==> src/rtl/pmem_arbiter.sv <==
// pmem_arbiter: shares the single physical-memory port between the I-cache and D-cache.
// One client is granted per transaction; its request passes straight through to memory
// and the memory response is routed straight back. A dead RELEASE cycle follows every
// completed transaction so memory always sees the strobes low between grants.
// Optional build macro: PMEM_ARBITER_ROUND_ROBIN_EN (alternate grants on ties instead of
// fixed D-over-I priority).
module pmem_arbiter #(
    parameter int unsigned ADDR_WIDTH = 16,
    parameter int unsigned LINE_WIDTH = 128
) (
    input  logic                  clk,
    input  logic                  reset,

    input  logic [ADDR_WIDTH-1:0] i_pmem_address,
    input  logic                  i_pmem_read,
    input  logic                  i_pmem_write,
    input  logic [LINE_WIDTH-1:0] i_pmem_wdata,
    output logic [LINE_WIDTH-1:0] i_pmem_rdata,
    output logic                  i_pmem_resp,

    input  logic [ADDR_WIDTH-1:0] d_pmem_address,
    input  logic                  d_pmem_read,
    input  logic                  d_pmem_write,
    input  logic [LINE_WIDTH-1:0] d_pmem_wdata,
    output logic [LINE_WIDTH-1:0] d_pmem_rdata,
    output logic                  d_pmem_resp,

    output logic [ADDR_WIDTH-1:0] mem_address,
    output logic                  mem_read,
    output logic                  mem_write,
    output logic [LINE_WIDTH-1:0] mem_wdata,
    input  logic [LINE_WIDTH-1:0] mem_rdata,
    input  logic                  mem_resp
);

    typedef enum logic [1:0] {
        IDLE    = 2'd0,
        SERVE_I = 2'd1,
        SERVE_D = 2'd2,
        RELEASE = 2'd3
    } state_e;

    state_e state_q;
    state_e state_d;

    logic req_i;
    logic req_d;

    assign req_i = i_pmem_read | i_pmem_write;
    assign req_d = d_pmem_read | d_pmem_write;

`ifdef PMEM_ARBITER_ROUND_ROBIN_EN
    // Client of the last completed transaction; aborts leave it untouched.
    localparam logic GRANT_I = 1'b0;
    localparam logic GRANT_D = 1'b1;

    logic last_grant_q;
    logic last_grant_d;
`endif

    // Next-state selection: arbitration in IDLE, completion/abort tracking while serving.
    always_comb begin
        state_d = state_q;
`ifdef PMEM_ARBITER_ROUND_ROBIN_EN
        last_grant_d = last_grant_q;
`endif
        case (state_q)
            IDLE: begin
`ifdef PMEM_ARBITER_ROUND_ROBIN_EN
                if (req_d && req_i) begin
                    state_d = (last_grant_q == GRANT_I) ? SERVE_D : SERVE_I;
                end else if (req_d) begin
                    state_d = SERVE_D;
                end else if (req_i) begin
                    state_d = SERVE_I;
                end
`else
                if (req_d) begin
                    state_d = SERVE_D;
                end else if (req_i) begin
                    state_d = SERVE_I;
                end
`endif
            end
            SERVE_I: begin
                if (mem_resp) begin
                    state_d = RELEASE;
`ifdef PMEM_ARBITER_ROUND_ROBIN_EN
                    last_grant_d = GRANT_I;
`endif
                end else if (!req_i) begin
                    state_d = IDLE;
                end
            end
            SERVE_D: begin
                if (mem_resp) begin
                    state_d = RELEASE;
`ifdef PMEM_ARBITER_ROUND_ROBIN_EN
                    last_grant_d = GRANT_D;
`endif
                end else if (!req_d) begin
                    state_d = IDLE;
                end
            end
            RELEASE: begin
                state_d = IDLE;
            end
            default: begin
                state_d = IDLE;
            end
        endcase
    end

    // State register with synchronous reset; reset abandons any in-flight grant.
    always_ff @(posedge clk) begin
        if (reset) begin
            state_q <= IDLE;
`ifdef PMEM_ARBITER_ROUND_ROBIN_EN
            last_grant_q <= GRANT_I;
`endif
        end else begin
            state_q <= state_d;
`ifdef PMEM_ARBITER_ROUND_ROBIN_EN
            last_grant_q <= last_grant_d;
`endif
        end
    end

    // Port muxing: granted client passes through, everything else is held at zero.
    always_comb begin
        mem_address  = '0;
        mem_read     = 1'b0;
        mem_write    = 1'b0;
        mem_wdata    = '0;
        i_pmem_rdata = '0;
        i_pmem_resp  = 1'b0;
        d_pmem_rdata = '0;
        d_pmem_resp  = 1'b0;
        case (state_q)
            SERVE_I: begin
                mem_address  = i_pmem_address;
                mem_wdata    = i_pmem_wdata;
                mem_write    = i_pmem_write;
                mem_read     = i_pmem_read & ~i_pmem_write;
                i_pmem_rdata = mem_rdata;
                i_pmem_resp  = mem_resp;
            end
            SERVE_D: begin
                mem_address  = d_pmem_address;
                mem_wdata    = d_pmem_wdata;
                mem_write    = d_pmem_write;
                mem_read     = d_pmem_read & ~d_pmem_write;
                d_pmem_rdata = mem_rdata;
                d_pmem_resp  = mem_resp;
            end
            default: begin
            end
        endcase
    end

endmodule

==> config.mk <==
export PLATFORM = sky130hd
export DESIGN_NAME = pmem_arbiter
export DESIGN_NICKNAME = d
export VERILOG_FILES = /design/src/rtl/pmem_arbiter.sv
export SDC_FILE = /design/constraint.sdc
export NUM_CORES = 1
export LEC_CHECK = 0
export ABC_AREA = 0
export CORE_AREA = 2 2 324 326
export CTS_CLUSTER_DIAMETER = 150
export DETAILED_ROUTE_END_ITERATION = 10
export DIE_AREA = 0 0 326 328
export PLACE_DENSITY = 0.3
export SYNTH_ARGS = -nofsm -noshare
export SYNTH_HDL_FRONTEND = slang
export SYNTH_SLANG_ARGS = --single-unit
==> constraint.sdc <==
create_clock -name clk -period 1.8 [get_ports clk]
set_input_delay 0.54 -clock clk [delete_from_list [all_inputs] [get_ports clk]]
set_output_delay 0.54 -clock clk [all_outputs]
set_load 0.01 [all_outputs]
* Word-level counts from Yosys, hierarchy flattened *
Cells that the tools add are included.

cells by class
  eq/ne operators = 6
  multiplexer cells = 15
  bitwise logic cells = 6
  reduce and logical (&&, ||, !) cells = 2

operators with widths
  operator                                       count
  two-way mux 128 bit                            2
  one-hot mux 128 bit (2 select lines)           1
  one-hot mux 16 bit (2 select lines)            1
  two-way mux 2 bit                              6
  inequality test 3 bit, second input constant   3
  one-hot mux 2 bit (4 select lines)             1
  == test 2 bit, second input constant           2
  one-hot mux 1 bit (2 select lines)             2
  AND reduction 3 bit                            1
  bitwise AND 1 bit                              2
  == test 2 x 1 -> 1 bit, second input constant  1
  zero test 2 bit                                1
  two-way mux 1 bit                              2
  NOT 1 bit                                      2
  bitwise OR 1 bit                               2

storage, ports and cells
  flip-flop bits (word level) = 2
  bits of input ports = 423
  output and inout port bits = 404
  word-level logic and storage cells = 30

* Depth between registers and ports, before layout *
Gate-level depths: netlist (run 1).

  depth after elaboration = 4
  gate-level depth with buffers = 7

* Worst setup path before layout (run 1) *
Ideal clock, no wire load.

  kind = register -> output
  from = reg state_q[0]
  to = out mem_address[0]
  data arrival time = 1.351 ns
  path slack = -0.091 ns
  cell stages (with the launch flop) = 6
  cell sequence = dfxtp_1 inv_1 ha_1 buf_2 clkbuf_1 nor2b_1

on the way
  cells in the longest elaborated chain, start to end = 2

RTL lines
  item                                                     line  source
  from (decl)                                              43    state_e state_q;
  from (signal assigned)                                   122   state_q <= state_d;
  == test 2 bit or == test 2 x 1 -> 1 bit (tied branches)  139   case (state_q)
  one-hot mux 16 bit (2 select lines) *                    139
  to (decl)                                                28    output logic [ADDR_WIDTH-1:0] mem_address,

Mark *: on every way between the ends. The rest lies on a longest branch, timed or not.

* Worst setup path after layout (run 1) *
  from = reg state_q[1]
  to = out mem_wdata[13]

on the way
  cells in the longest elaborated chain, start to end = 2

RTL lines
  item                                                     line  source
  == test 2 bit or == test 2 x 1 -> 1 bit (tied branches)  139
  one-hot mux 128 bit (2 select lines) *                   139
  to (decl)                                                31    output logic [LINE_WIDTH-1:0] mem_wdata,

Marked as above.

==> impl_metrics.json, run 1 <==
{
  "die_w_um": 326,
  "die_area_um2": 107000,
  "critPathRequiredTime_ns": 1.26,
  "synthTopCellsByCount": "and2_1, a22oi_1, nor2b_1, clkbuf_1, buf_2",
  "cp-start-kind": "register",
  "finalNonFillerCells": 3013,
  "dp.cells": 2881,
  "max_cap_viol_count": 0,
  "leakagePower_nw": 9.16,
  "fin_tns_setup_ns": -203.54,
  "powerDensity_nw_per_um2": 809,
  "syn_avg_cell_area_um2": 6.47,
  "grtUsageTotal_pct": 12.4,
  "gr-total-overflow": 0,
  "start_util_pct": 4.09,
  "p_int_mw": 8.42,
  "path_clk_slew_ns": 0.03,
  "multi_input_area_um2": 4990,
  "largest_reg_flops": 2,
  "ys_seq_area_share_pct": 0.949,
  "io_pins": 827,
  "hpwl_mm": 59.2,
  "gp_congestion": 0.918,
  "cts_tree": "done",
  "rows": 118,
  "coreArea_um2": 103000,
  "holdPathStages": 4,
  "insertion_delay_ns": 0.22,
  "worst_slew_pin_slew_ns": 0.376,
  "r2r_cells": 9,
  "synth_top_cell_area_share_pct": 38.4,
  "synth-seq-cells": 2,
  "syn_to_final_growth_pct": 328,
  "synth_edf_count": 0,
  "switchingPower_mw": 6.17,
  "hold_path.class": "reg -> reg",
  "post_synth_instance_area_um2": 4220,
  "reg_top3": "state_q (2)",
  "cts-root-buf": "clkbuf_16",
  "first_pass_iters": 4,
  "cts_made_buffers": 3,
  "grt_start_max_net_pins": 80,
  "cts_buffer_depth": 2,
  "p_sw_share_pct": 42.3,
  "ys_warn_count": 0,
  "portBuffers": 826,
  "drtIter0Drc": 213,
  "drc": 0,
  "avgRoutedWirePerCell_um": 24.5,
  "r2r_slack_ns": 0.08,
  "violations": "setup timing",
  "cts_sinks": 2,
  "status": "complete, but fails checks",
  "max_freq_ghz": 0.403,
  "top_register": "state_q",
  "cts_hold_buffers": 0,
  "slew_headroom_pct": 74.9,
  "grt_pass1_wl_mm": 91.1,
  "synth-async-reset-ratio_pct": 0,
  "seq_power_share_pct": 0.5,
  "setup_violations": 404,
  "nNetsFinal": 2053,
  "wl_mm": 73.9,
  "rsz0062_at_grt": "yes",
  "finalCriticalPeriod_ns": 2.48,
  "peakVddDrop_mv": 0.513,
  "seqCellArea_um2": 45.0,
  "htreeDepth": 1,
  "finClkSkew_ns": 0.000982,
  "slew_violations": 0,
  "combPwrFrac_pct": 97.2,
  "die-height_um": 328,
  "num-fill-cells": 11646,
  "arrival_ns": 1.94,
  "final_antenna_net_count": 0,
  "viasPerCell": 3.02,
  "crit_type": "reg -> out",
  "crit_fanout": 13,
  "synth_top_cells_by_area": "and2_1, a22oi_1, nor2b_1, clkbuf_1, buf_2",
  "syn_inst": 652,
  "grt_pass1_vias": 9605,
  "via_count": 9108,
  "clockPowerShare_pct": 2.3,
  "syn-num-nets": 1081,
  "finalHoldViolCount": 0,
  "synth_top_cell_by_area": "and2_1",
  "finalCritPeriodShare_pct": 138,
  "synth.distinct_cells": 24,
  "fin_ws_ns": -0.681,
  "dominantRegCellSynth": "dfxtp_1",
  "yosysMostFrequentCell": "and2_1",
  "crit_path_end_kind": "primary output",
  "antenna_found_initial": 35,
  "drive_above_1_share_pct": 49.3,
  "fin_util_pct": 17.5
}
-- path summary, 6_finish.rpt --
path                   start            end
setup / recovery  state_q[1]  mem_wdata[13]
hold / removal    state_q[0]     state_q[0]
setup reg to reg  state_q[1]     state_q[0]
hold reg to reg   state_q[0]     state_q[0]
-- metrics by stage --
| step | hold slack, ns | instance area [µm²] | power [mW] | setup slack [ns] |
|---|---|---|---|---|
| after floorplan | 0.512 | 4820 | 4.49 | -0.0403 |
| after global placement | 0.801 | 15700 | 11.3 | -0.920 |
| after detailed placement | 0.796 | 15700 | 11.2 | -0.930 |
| after CTS | 0.795 | 17000 | 13.5 | -0.878 |
| after global routing | 0.837 | 18000 | 15.5 | -0.724 |
| final | 0.808 | 18000 | 14.6 | -0.681 |
-- layout make-up --
class,count,area share (%)
diodes,11,0.153
inverters,3,0.0763
repair buffers,1043,61.9
clock buffers,3,0.416
flip-flops and latches,2,0.250
multi-input cells,571,27.7
well taps,1380,9.57
-- repair_timing --
item | in CTS | in global routing
endpoints found under the setup margin | 404 | 406
buffers inserted | 47 | 46
cloned | 14 | 19
pin swaps | 13 | 47
resized for setup | 461 | 714
-- power groups by stage --
stage	sequential (mW)	clock, mW	combinational, mW
3_3_place_gp	0.0709	0	11.2
6_report	0.0761	0.332	14.2
2_1_floorplan	0.0689	0	4.43
4_1_cts	0.0700	0.339	13.1
3_5_place_dp	0.0692	0	11.1
5_1_grt	0.0780	0.343	15.0
-- cell families after synthesis --
logic type      share of synthesized area, %
simple gates                            60.9
fa+ha+maj                               1.78
buf+inv                                 8.66
compound gates                          27.7
flops                                  0.949
-- placed cells by master (no fill, tap or decap), types with 2 or more instances in the layout --
master / instances
ha_4: 4
dlymetal6s2s_1: 145
clkdlybuf4s15_2: 15
dlygate4sd2_1: 5
and2_4: 62
and2_1: 197
buf_8: 14
clkdlybuf4s50_1: 422
nor2b_1: 5
buf_12: 65
clkbuf_16: 16
buf_4: 98
nor2b_2: 128
a22oi_1: 33
a22oi_2: 112
buf_2: 53
ha_1: 2
buf_16: 16
buf_6: 98
a21oi_1: 2
nor2b_4: 12
nand3b_1: 2
diode_2: 11
clkbuf_2: 97
-- critical path: stages, from the launching register on --
cell,delay (ns)
dfxtp_2,0.32
buf_6,0.12
ha_4,0.17
buf_12,0.15
clkbuf_16,0.17
buf_4,0.15
buf_12,0.15
a22oi_2,0.18
nor2b_2,0.06
clkdlybuf4s15_2,0.23
-- metal layers --
| layer | part of all wire (%) | GRT usage (%) |
|---|---|---|
| met3 | 7.6 | 4.02 |
| met5 | 0.097 | 0 |
| met1 | 43 | 16.1 |
| met4 | 0.83 | 0.661 |
| met2 | 49 | 20.9 |
No activity file was read; power rests on OpenSTA's default activity.
==> run 2, diff against run 1 <==
--- a/config.mk
+++ b/config.mk
@@ -8,6 +8,7 @@
 export ABC_AREA = 0
 export CORE_AREA = 2 2 324 326
 export CTS_CLUSTER_DIAMETER = 150
+export CTS_CLUSTER_SIZE = 10
 export DETAILED_ROUTE_END_ITERATION = 10
 export DIE_AREA = 0 0 326 328
 export PLACE_DENSITY = 0.3
==> results of run 2 <==
No change in the layout: final DEF, timing and power equal those of run 1.
==> run 3, diff against run 2 <==
--- a/config.mk
+++ b/config.mk
@@ -12,6 +12,7 @@
 export DETAILED_ROUTE_END_ITERATION = 10
 export DIE_AREA = 0 0 326 328
 export PLACE_DENSITY = 0.3
+export SETUP_SLACK_MARGIN = 0.02
 export SYNTH_ARGS = -nofsm -noshare
 export SYNTH_HDL_FRONTEND = slang
 export SYNTH_SLANG_ARGS = --single-unit
==> impl_metrics.json, run 3 (same netlist as run 1, synthesis figures left out) <==
{
  "status": "complete, but fails checks",
  "violations": "setup timing",
  "leakagePower_nw": 7.76,
  "wl_mm": 65.5,
  "crit_fanout": 8,
  "grt_pass1_wl_mm": 81.7,
  "drive_above_1_share_pct": 44.4,
  "cts_sinks": 2,
  "powerDensity_nw_per_um2": 761,
  "cts_hold_buffers": 0,
  "crit_type": "reg -> out",
  "io_pins": 827,
  "reg2reg_from": "state_q[0]",
  "first_pass_iters": 4,
  "die_w_um": 326,
  "seqCellArea_um2": 42.5,
  "arrival_ns": 2.03,
  "cts_tree": "done",
  "fin_area_um2": 16700,
  "peakVddDrop_mv": 0.307,
  "gp_congestion": 0.879,
  "multi_input_area_um2": 4860,
  "drtIter0Drc": 178,
  "cts-root-buf": "clkbuf_16",
  "setup_violations": 405,
  "largest_reg_flops": 2,
  "min_from": "state_q[0]",
  "hold_slack_ns": 0.798,
  "die-height_um": 328,
  "finalCriticalPeriod_ns": 2.57,
  "via_count": 8744,
  "viasPerCell": 2.94,
  "power_mw": 12.7,
  "crit_start": "state_q[0]",
  "insertion_delay_ns": 0.22,
  "r2r_slack_ns": -0.01,
  "cts_made_buffers": 3,
  "fin_ws_ns": -0.771,
  "reg_top3": "state_q (2)",
  "final_common_cell": "clkdlybuf4s50_1",
  "worst_slew_pin_slew_ns": 0.392,
  "path_clk_slew_ns": 0.03,
  "antenna_found_initial": 24,
  "grt_pass1_vias": 9089,
  "critPathRequiredTime_ns": 1.26,
  "slew_violations": 0,
  "grt_start_max_net_pins": 41,
  "drc": 0,
  "hpwl_mm": 54.0,
  "grtUsageTotal_pct": 11.0,
  "rsz0062_at_grt": "yes",
  "top_register": "state_q",
  "gr-total-overflow": 0,
  "cts_buffer_depth": 2,
  "start_util_pct": 4.09,
  "syn_to_final_growth_pct": 296,
  "avgRoutedWirePerCell_um": 22.0,
  "max_freq_ghz": 0.389,
  "hold_path.class": "reg -> reg",
  "max_cap_viol_count": 0,
  "htreeDepth": 1,
  "nNetsFinal": 2017,
  "die_area_um2": 107000,
  "portBuffers": 826,
  "dpl_cell_area_um2": 15500,
  "final_antenna_net_count": 0,
  "rows": 118,
  "finalHoldViolCount": 0,
  "num-fill-cells": 11771,
  "crit_path_end_kind": "primary output",
  "mostFrequentLayoutCells": "clkdlybuf4s50_1, and2_1, nor2b_2",
  "finClkSkew_ns": 0.000812,
  "cp-start-kind": "register",
  "coreArea_um2": 103000,
  "finalCritPeriodShare_pct": 143,
  "slew_headroom_pct": 73.8
}
==> run 3: final timing paths <==
kind / end / cells after the start
max: mem_write / 11
min: state_q[0] / 4
max reg2reg: state_q[0] / 8
min reg2reg: state_q[0] / 4
==> run 3: worst max-delay path, stage by stage (launching register included) <==
cell	delay (ns)
dfxtp_2	0.33
buf_12	0.12
ha_4	0.16
buf_12	0.14
buf_12	0.12
buf_16	0.14
buf_12	0.15
buf_8	0.12
a22oi_2	0.18
buf_4	0.14
nor2b_2	0.04
buf_6	0.13
==> run 3: layer usage <==
metal / track usage, % / up-vias / wire [µm]
li1: - / 4095 / -
met1: 13.6 / 4112 / 27600
met2: 19.5 / 477 / 32600
met3: 3.32 / 52 / 4800
met4: 0.661 / 8 / 437
met5: 0 / - / 54
==> run 3: power by group <==
part	total, mW	switching [mW]	internal, mW	leakage [nW]
Combinational	12.3	5.50	6.81	7.71
Sequential	0.0748	0.0145	0.0603	0.0172
Clock	0.335	0.0519	0.283	0.0370
Total	12.7	5.57	7.16	7.76
==> run 3: timing repair <==
item,in CTS,in global routing
endpoints found under the setup margin,404,406
pin swaps,14,45
endpoints found under the hold margin,0,0
buffers inserted,13,53
gates cloned,6,12
gates resized for setup,386,550
==> run 3: cell type report <==
cell class / instances / area share (%)
timing repair buffer: 1007 / 59.8
multi-input combinational: 571 / 29.1
tap: 1380 / 10.3
clock buffer: 3 / 0.449
sequential: 2 / 0.254
inverter: 3 / 0.0823
antenna: 4 / 0.0598
==> run 3: stage by stage <==
stage                     util (%)  std cells  worst slack [ns]  TNS [ns]
after floorplan                  -        652           -0.0403     -4.61
after global placement        15.1       2882             -1.00   -237.78
after detailed placement      15.1       2882             -1.00   -238.96
after CTS                     15.4       2904            -0.864   -290.85
after global routing          16.2       2966            -0.845   -229.46
final                         16.2       2970            -0.771   -204.22
